<file path="config.mk">
export PLATFORM = sky130hd
export DESIGN_NAME = axi_write_master
export DESIGN_NICKNAME = d
export VERILOG_FILES = /design/src/rtl/axi_pkg.sv /design/src/rtl/axi_write_master_timeout.sv /design/src/rtl/axi_write_master.sv
export SDC_FILE = /design/constraint.sdc
export NUM_CORES = 1
export LEC_CHECK = 0
export BUFFER_PORTS_ARGS = -buffer_cell sky130_fd_sc_hd__buf_2
export CAP_MARGIN = 10
export CORE_UTILIZATION = 35
export CTS_BUF_LIST = sky130_fd_sc_hd__clkbuf_8
export CTS_CLUSTER_SIZE = 30
export DETAILED_ROUTE_END_ITERATION = 8
export GPL_ROUTABILITY_DRIVEN = 0
export PLACE_DENSITY = 0.66
export SYNTH_ARGS = -nofsm -noshare
export SYNTH_HDL_FRONTEND = slang
export SYNTH_HIERARCHICAL = 1
export SYNTH_SLANG_ARGS = --single-unit
</file>
<file path="constraint.sdc">
create_clock -name ACLK -period 3.3 [get_ports ACLK]
set_input_delay 0.33 -clock ACLK [delete_from_list [all_inputs] [get_ports ACLK]]
set_output_delay 0.33 -clock ACLK [all_outputs]
set_load 0.05 [all_outputs]
</file>
<file path="src/rtl/axi_pkg.sv">
// Shared AXI-Lite write-path types and widths.
// Reused by axi_slave and future read-channel blocks.
package axi_pkg;

  localparam int ADDR_W = 32;
  localparam int DATA_W = 32;
  localparam int STRB_W = 4;

  localparam logic BRESP_OKAY = 1'b0;
  localparam logic BRESP_ERR  = 1'b1;

  typedef enum logic [1:0] {
    IDLE      = 2'd0,
    ADDR_DATA = 2'd1,
    WAIT_B    = 2'd2,
    DONE      = 2'd3
  } state_t;

endpackage

</file>
<file path="src/rtl/axi_write_master_timeout.sv">
// Transaction watchdog: counts enabled cycles since clear.
// expired flags the last permitted cycle before abort.
module axi_timeout_counter #(
  parameter int CNT_W = 16
) (
  input  logic             ACLK,
  input  logic             ARESET,
  input  logic             clear,
  input  logic             enable,
  input  logic [CNT_W-1:0] limit,
  output logic             expired
);

  logic [CNT_W-1:0] cnt_q;
  logic [CNT_W-1:0] cnt_d;

  always_comb begin
    cnt_d = cnt_q;
    if (clear) begin
      cnt_d = '0;
    end else if (enable) begin
      cnt_d = cnt_q + CNT_W'(1);
    end
  end

  always_ff @(posedge ACLK or negedge ARESET) begin
    if (!ARESET) begin
      cnt_q <= '0;
    end else begin
      cnt_q <= cnt_d;
    end
  end

  assign expired = enable && (cnt_q == limit - CNT_W'(1));

endmodule

</file>
<file path="src/rtl/axi_write_master.sv">
// Single-outstanding AXI-Lite write master: AW/W issue,
// B collection and a timeout abort path.
module axi_write_master
  import axi_pkg::*;
#(
  parameter int TIMEOUT_CYCLES = 256,
  parameter int CNT_W          = 16
) (
  input  logic              ACLK,
  input  logic              ARESET,
  input  logic              cmd_valid,
  output logic              cmd_ready,
  input  logic [ADDR_W-1:0] cmd_addr,
  input  logic [DATA_W-1:0] cmd_data,
  input  logic [STRB_W-1:0] cmd_strb,
  output logic              done,
  output logic              done_err,
  output logic              done_timeout,
  output logic              busy,
  output logic [ADDR_W-1:0] AWADDR,
  output logic              AWVALID,
  input  logic              AWREADY,
  output logic [DATA_W-1:0] WDATA,
  output logic [STRB_W-1:0] WSTRB,
  output logic              WVALID,
  input  logic              WREADY,
  output logic              BREADY,
  input  logic              BRESP,
  input  logic              BVALID
);

  state_t            state_q, state_d;
  logic [ADDR_W-1:0] awaddr_q, awaddr_d;
  logic [DATA_W-1:0] wdata_q, wdata_d;
  logic [STRB_W-1:0] wstrb_q, wstrb_d;
  logic              awvalid_q, awvalid_d;
  logic              wvalid_q, wvalid_d;
  logic              bready_q, bready_d;
  logic              done_q, done_d;
  logic              err_q, err_d;
  logic              to_q, to_d;
  logic              busy_q, busy_d;

  logic accept;
  logic cnt_en;
  logic expired;

  assign accept = (state_q == IDLE) && cmd_valid;
  assign cnt_en = (state_q == ADDR_DATA) ||
                  (state_q == WAIT_B);

  axi_timeout_counter #(
    .CNT_W (CNT_W)
  ) u_timeout (
    .ACLK    (ACLK),
    .ARESET  (ARESET),
    .clear   (accept),
    .enable  (cnt_en),
    .limit   (CNT_W'(TIMEOUT_CYCLES)),
    .expired (expired)
  );

  always_comb begin
    state_d   = state_q;
    awaddr_d  = awaddr_q;
    wdata_d   = wdata_q;
    wstrb_d   = wstrb_q;
    awvalid_d = awvalid_q;
    wvalid_d  = wvalid_q;
    bready_d  = bready_q;
    done_d    = 1'b0;
    err_d     = 1'b0;
    to_d      = 1'b0;
    unique case (state_q)
      IDLE: begin
        if (cmd_valid) begin
          awaddr_d  = cmd_addr;
          wdata_d   = cmd_data;
          wstrb_d   = cmd_strb;
          awvalid_d = 1'b1;
          wvalid_d  = 1'b1;
          state_d   = ADDR_DATA;
        end
      end
      ADDR_DATA: begin
        awvalid_d = awvalid_q && !AWREADY;
        wvalid_d  = wvalid_q && !WREADY;
        if (expired) begin
          awvalid_d = 1'b0;
          wvalid_d  = 1'b0;
          done_d    = 1'b1;
          err_d     = BRESP_ERR;
          to_d      = 1'b1;
          state_d   = DONE;
        end else if (!awvalid_d && !wvalid_d) begin
          bready_d = 1'b1;
          state_d  = WAIT_B;
        end
      end
      WAIT_B: begin
        // A response on the expiry cycle still counts.
        if (BVALID && bready_q) begin
          bready_d = 1'b0;
          done_d   = 1'b1;
          err_d    = (BRESP == BRESP_ERR);
          state_d  = DONE;
        end else if (expired) begin
          bready_d = 1'b0;
          done_d   = 1'b1;
          err_d    = BRESP_ERR;
          to_d     = 1'b1;
          state_d  = DONE;
        end
      end
      DONE: begin
        state_d = IDLE;
      end
      default: begin
        state_d = IDLE;
      end
    endcase
    busy_d = (state_d != IDLE);
  end

  always_ff @(posedge ACLK or negedge ARESET) begin
    if (!ARESET) begin
      state_q   <= IDLE;
      awaddr_q  <= '0;
      wdata_q   <= '0;
      wstrb_q   <= '0;
      awvalid_q <= 1'b0;
      wvalid_q  <= 1'b0;
      bready_q  <= 1'b0;
      done_q    <= 1'b0;
      err_q     <= 1'b0;
      to_q      <= 1'b0;
      busy_q    <= 1'b0;
    end else begin
      state_q   <= state_d;
      awaddr_q  <= awaddr_d;
      wdata_q   <= wdata_d;
      wstrb_q   <= wstrb_d;
      awvalid_q <= awvalid_d;
      wvalid_q  <= wvalid_d;
      bready_q  <= bready_d;
      done_q    <= done_d;
      err_q     <= err_d;
      to_q      <= to_d;
      busy_q    <= busy_d;
    end
  end

  assign cmd_ready    = (state_q == IDLE);
  assign done         = done_q;
  assign done_err     = err_q;
  assign done_timeout = to_q;
  assign busy         = busy_q;
  assign AWADDR       = awaddr_q;
  assign AWVALID      = awvalid_q;
  assign WDATA        = wdata_q;
  assign WSTRB        = wstrb_q;
  assign WVALID       = wvalid_q;
  assign BREADY       = bready_q;

endmodule

</file>
==> run_results.csv <==
group,metric,value,unit
routing,drt_wl_total,10030,microns
timing,rsz0062_at_grt,"no",
logic_synthesis,synth_common_cells,"93 x dfrtp_1, 67 x mux2_4, 33 x nor2_1, 18 x xnor2_1, 16 x xor2_1",
worst_setup_path,path_max_fanout,10,
logic_synthesis,ys_types,53,
die,die_h,118.6,microns
timing,min_period,2.710,ns
pwr,peakVddDrop,0.3605,mV
logic_synthesis,synth.ff_latch_count,93,
timing,worst_pin_slew,1.078,ns
run,maxCapViolations,0,
timing,drv_slew,0,
routing,drt-initial-drc-count,185,
global_route,grt_max_degree,87,
logic_synthesis,syn_avg_cell_area,13.07,sq um
worst_setup_path,crit_path_start_kind,"flop",
logic_synthesis,synthCells,364,
logic_synthesis,synth_area_leaders,"dfrtp_1 49%, mux2_4 21%, buf_12 3.4%",
routing,avgRoutedWirePerCell,13.57,microns
worst_setup_path,path_buf_inv,2,
routing,vias,3324,
global_route,overflow,0,
worst_setup_path,path_delay_family,"compound AO/OA/AOI/OAI gates",
timing,finalClockSkew,0.01058,ns
logic_synthesis,ys.flop_type,"dfrtp_1",
status,status,"complete, no violations",
pwr,powerDensity,1071,mW/mm^2
global_route,grt_use_total,0.1469,
cts,cts_setup_buffers,0,
cts,cts_sinks,93,
worst_setup_path,path_cells,"inv_1 > ha_1 > nand3_1 > a21oi_1 > nand4_1 > a2111oi_0 > nor4b_2 > buf_4 > nor2_1 > a221o_1 > o221ai_2 > nand4b_1",
cts,cts_root_buf,"clkbuf_8",
worst_setup_path,worstSetupEndpoint,"busy$_DFF_PN0_",
logic_synthesis,synth_top_area_frac,0.4891,
logic_synthesis,syn_area,0.004758,sq mm
logic_synthesis,synth_top_area_cell,"dfrtp_1",
cts,clk_latency,0.37,ns
logic_synthesis,yosysWarningCount,6,
routing,via_per_inst,4.498,
layout,n_fill_cell,1238,
min_path,hp-class,"in -> async",
routing,first_pass_iters,4,
die,die_width,118.6,microns
worst_setup_path,r2r_slack,0.59,ns
global_route,grt_first_pass_wirelength,16210,microns
layout,fin_util,0.4500,
pwr,power,6.384,mW
timing,fin_crit_sh,0.8213,
die,core,0.01324,sq mm
worst_setup_path,cp-end-kind,"flop",
die,start_util,0.3593,
layout,synthToLayoutAreaGrowth,25.24,%
layout,multi_input_area,0.002365,sq mm
die,ios,151,
timing,fin_hold_ws,0.1229,ns
worst_setup_path,worst_path_max_delay_cell,"ha_1",
logic_synthesis,async_flop_share,1.000,
placement,hpwl,7125,microns
die,dieArea,0.01407,sq mm
cts,cts_max_path_buffers,2,
global_route,antenna_found_initial,0,
layout,regArea,0.002327,sq mm
timing,slew_headroom,0.2813,
worst_setup_path,critPathMaxStageDelay,0.45,ns
timing,max_freq,369.0,MHz
die,fp-row-count,42,
routing,drc,0,
timing,final.setup.tns,0,ns
worst_setup_path,required,3.61,ns
worst_setup_path,worst-setup-path-type,"reg -> reg",
cts,cts_tree,"done",
cts,cts_resized,0,
timing,setup_violations,0,
worst_setup_path,r2r_cells,12,
placement,portBuffers,150,
cts,clk_pin_slew_worst_paths,0.09,ns
layout,drive_gt1_frac,0.4334,
cts,hold_buffers,0,
timing,hold_viol,0,
pwr,p_leak,2.949,nW
layout,antenna_cells,0,
worst_setup_path,reg2reg_to,"busy$_DFF_PN0_",
worst_setup_path,worstSetupPathDepth,12,
logic_synthesis,synth_edf_count,0,
routing,ant_nets,0,
cts,cts-buffers-inserted,9,
worst_setup_path,crit_start,"state_q[0]$_DFF_PN0_",
global_route,first_global_vias,3298,
worst_setup_path,timing.rr.start,"state_q[0]$_DFF_PN0_",
logic_synthesis,synth_seq_area_share,0.4891,
layout,final_nets,638,
logic_synthesis,yosysMostFrequentCell,"dfrtp_1",
cts,h-tree-depth,3,
worst_setup_path,crit_arrival,3.02,ns
stage by stage:
stage	std cells	instance area [sq um]	worst slack, ns
3_3_place_gp	723	5738	0.6793
3_5_place_dp	723	5738	0.6111
5_1_grt	739	5959	0.3407
6_report	739	5959	0.5897
2_1_floorplan	412	4938	0.3627
4_1_cts	739	5959	0.5686
cell type report:
type | instances | area share
clock buffers | 9 | 0.02079
clock inverters | 7 | 0.01638
inverters | 10 | 0.006299
multi-input cells | 291 | 0.3968
flip-flops and latches | 93 | 0.3905
well taps | 176 | 0.03695
repair buffers | 153 | 0.1323
power by group:
part / switching (mW) / internal, mW
Sequential: 0.273 / 1.62
Combinational: 2.41 / 1.23
Clock: 0.415 / 0.431
how the worst min path moves through the flow:
stage                                 startpoint                      to  slack, ns
after floorplan                           ARESET   AWADDR[0]$_DFFE_PN0P_       0.03
after global placement    AWADDR[13]$_DFFE_PN0P_  AWADDR[13]$_DFFE_PN0P_       0.49
after detailed placement  AWADDR[12]$_DFFE_PN0P_  AWADDR[12]$_DFFE_PN0P_       0.49
after CTS                                 ARESET   WDATA[20]$_DFFE_PN0P_       0.16
after global routing                cmd_addr[22]  AWADDR[22]$_DFFE_PN0P_       0.16
final                                     ARESET   WDATA[20]$_DFFE_PN0P_       0.12
sequential cells by signal (all words and copies together) (netlist names):
| name | cells |
|---|---|
| AWVALID | 1 |
| WVALID | 1 |
| done_err | 1 |
| busy | 1 |
| done | 1 |
| WSTRB | 4 |
| state_q | 2 |
| AWADDR | 32 |
| u_timeout/cnt_q | 16 |
| WDATA | 32 |
| done_timeout | 1 |
| BREADY | 1 |
per-layer routing:
metal,GRT usage,routed length (microns),vias to the layer above
met3,0.02847,590,18
met4,0.08386,254,0
li1,-,-,1598
met1,0.1929,4645,1584
met2,0.2259,4540,124
met5,0,0,-
worst reg2reg max path: stages, from the launching register on:
cell and delay (ns):
dfrtp_1 0.38, inv_1 0.11, ha_1 0.45, nand3_1 0.12
a21oi_1 0.13, nand4_1 0.10, a2111oi_0 0.29, nor4b_2 0.26
buf_4 0.21, nor2_1 0.06, a221o_1 0.32, o221ai_2 0.08
nand4b_1 0.14
kinds of logic after synthesis:
logic type	count (synthesis)	share of synthesized area
AO/OA/AOI/OAI	32	0.04654
XOR/XNOR	34	0.06258
adder cells (fa/ha/maj)	5	0.01315
buffers and inverters	28	0.05180
flip-flops	93	0.4891
multiplexers	73	0.2243
other	2	0.001578
AND/OR/NAND/NOR	97	0.1110
cell usage in the layout (no fill, tap or decap), drive strengths merged, types with 3 or more instances in the layout:
cell,Yosys,layout
xnor2,18,18
or3,3,3
dfrtp,93,93
clkbuf,5,9
nor2,33,33
nor4b,3,3
nand4,7,7
xor2,16,16
a21oi,7,7
nand3,11,11
inv,10,13
o21ai,8,8
nor4,4,4
buf,13,153
nand2,14,14
nor3,9,9
mux2i,5,5
mux2,68,68
conb,2,50
ha,5,5
nor2b,3,3
Power figures use the tool's default switching activity.
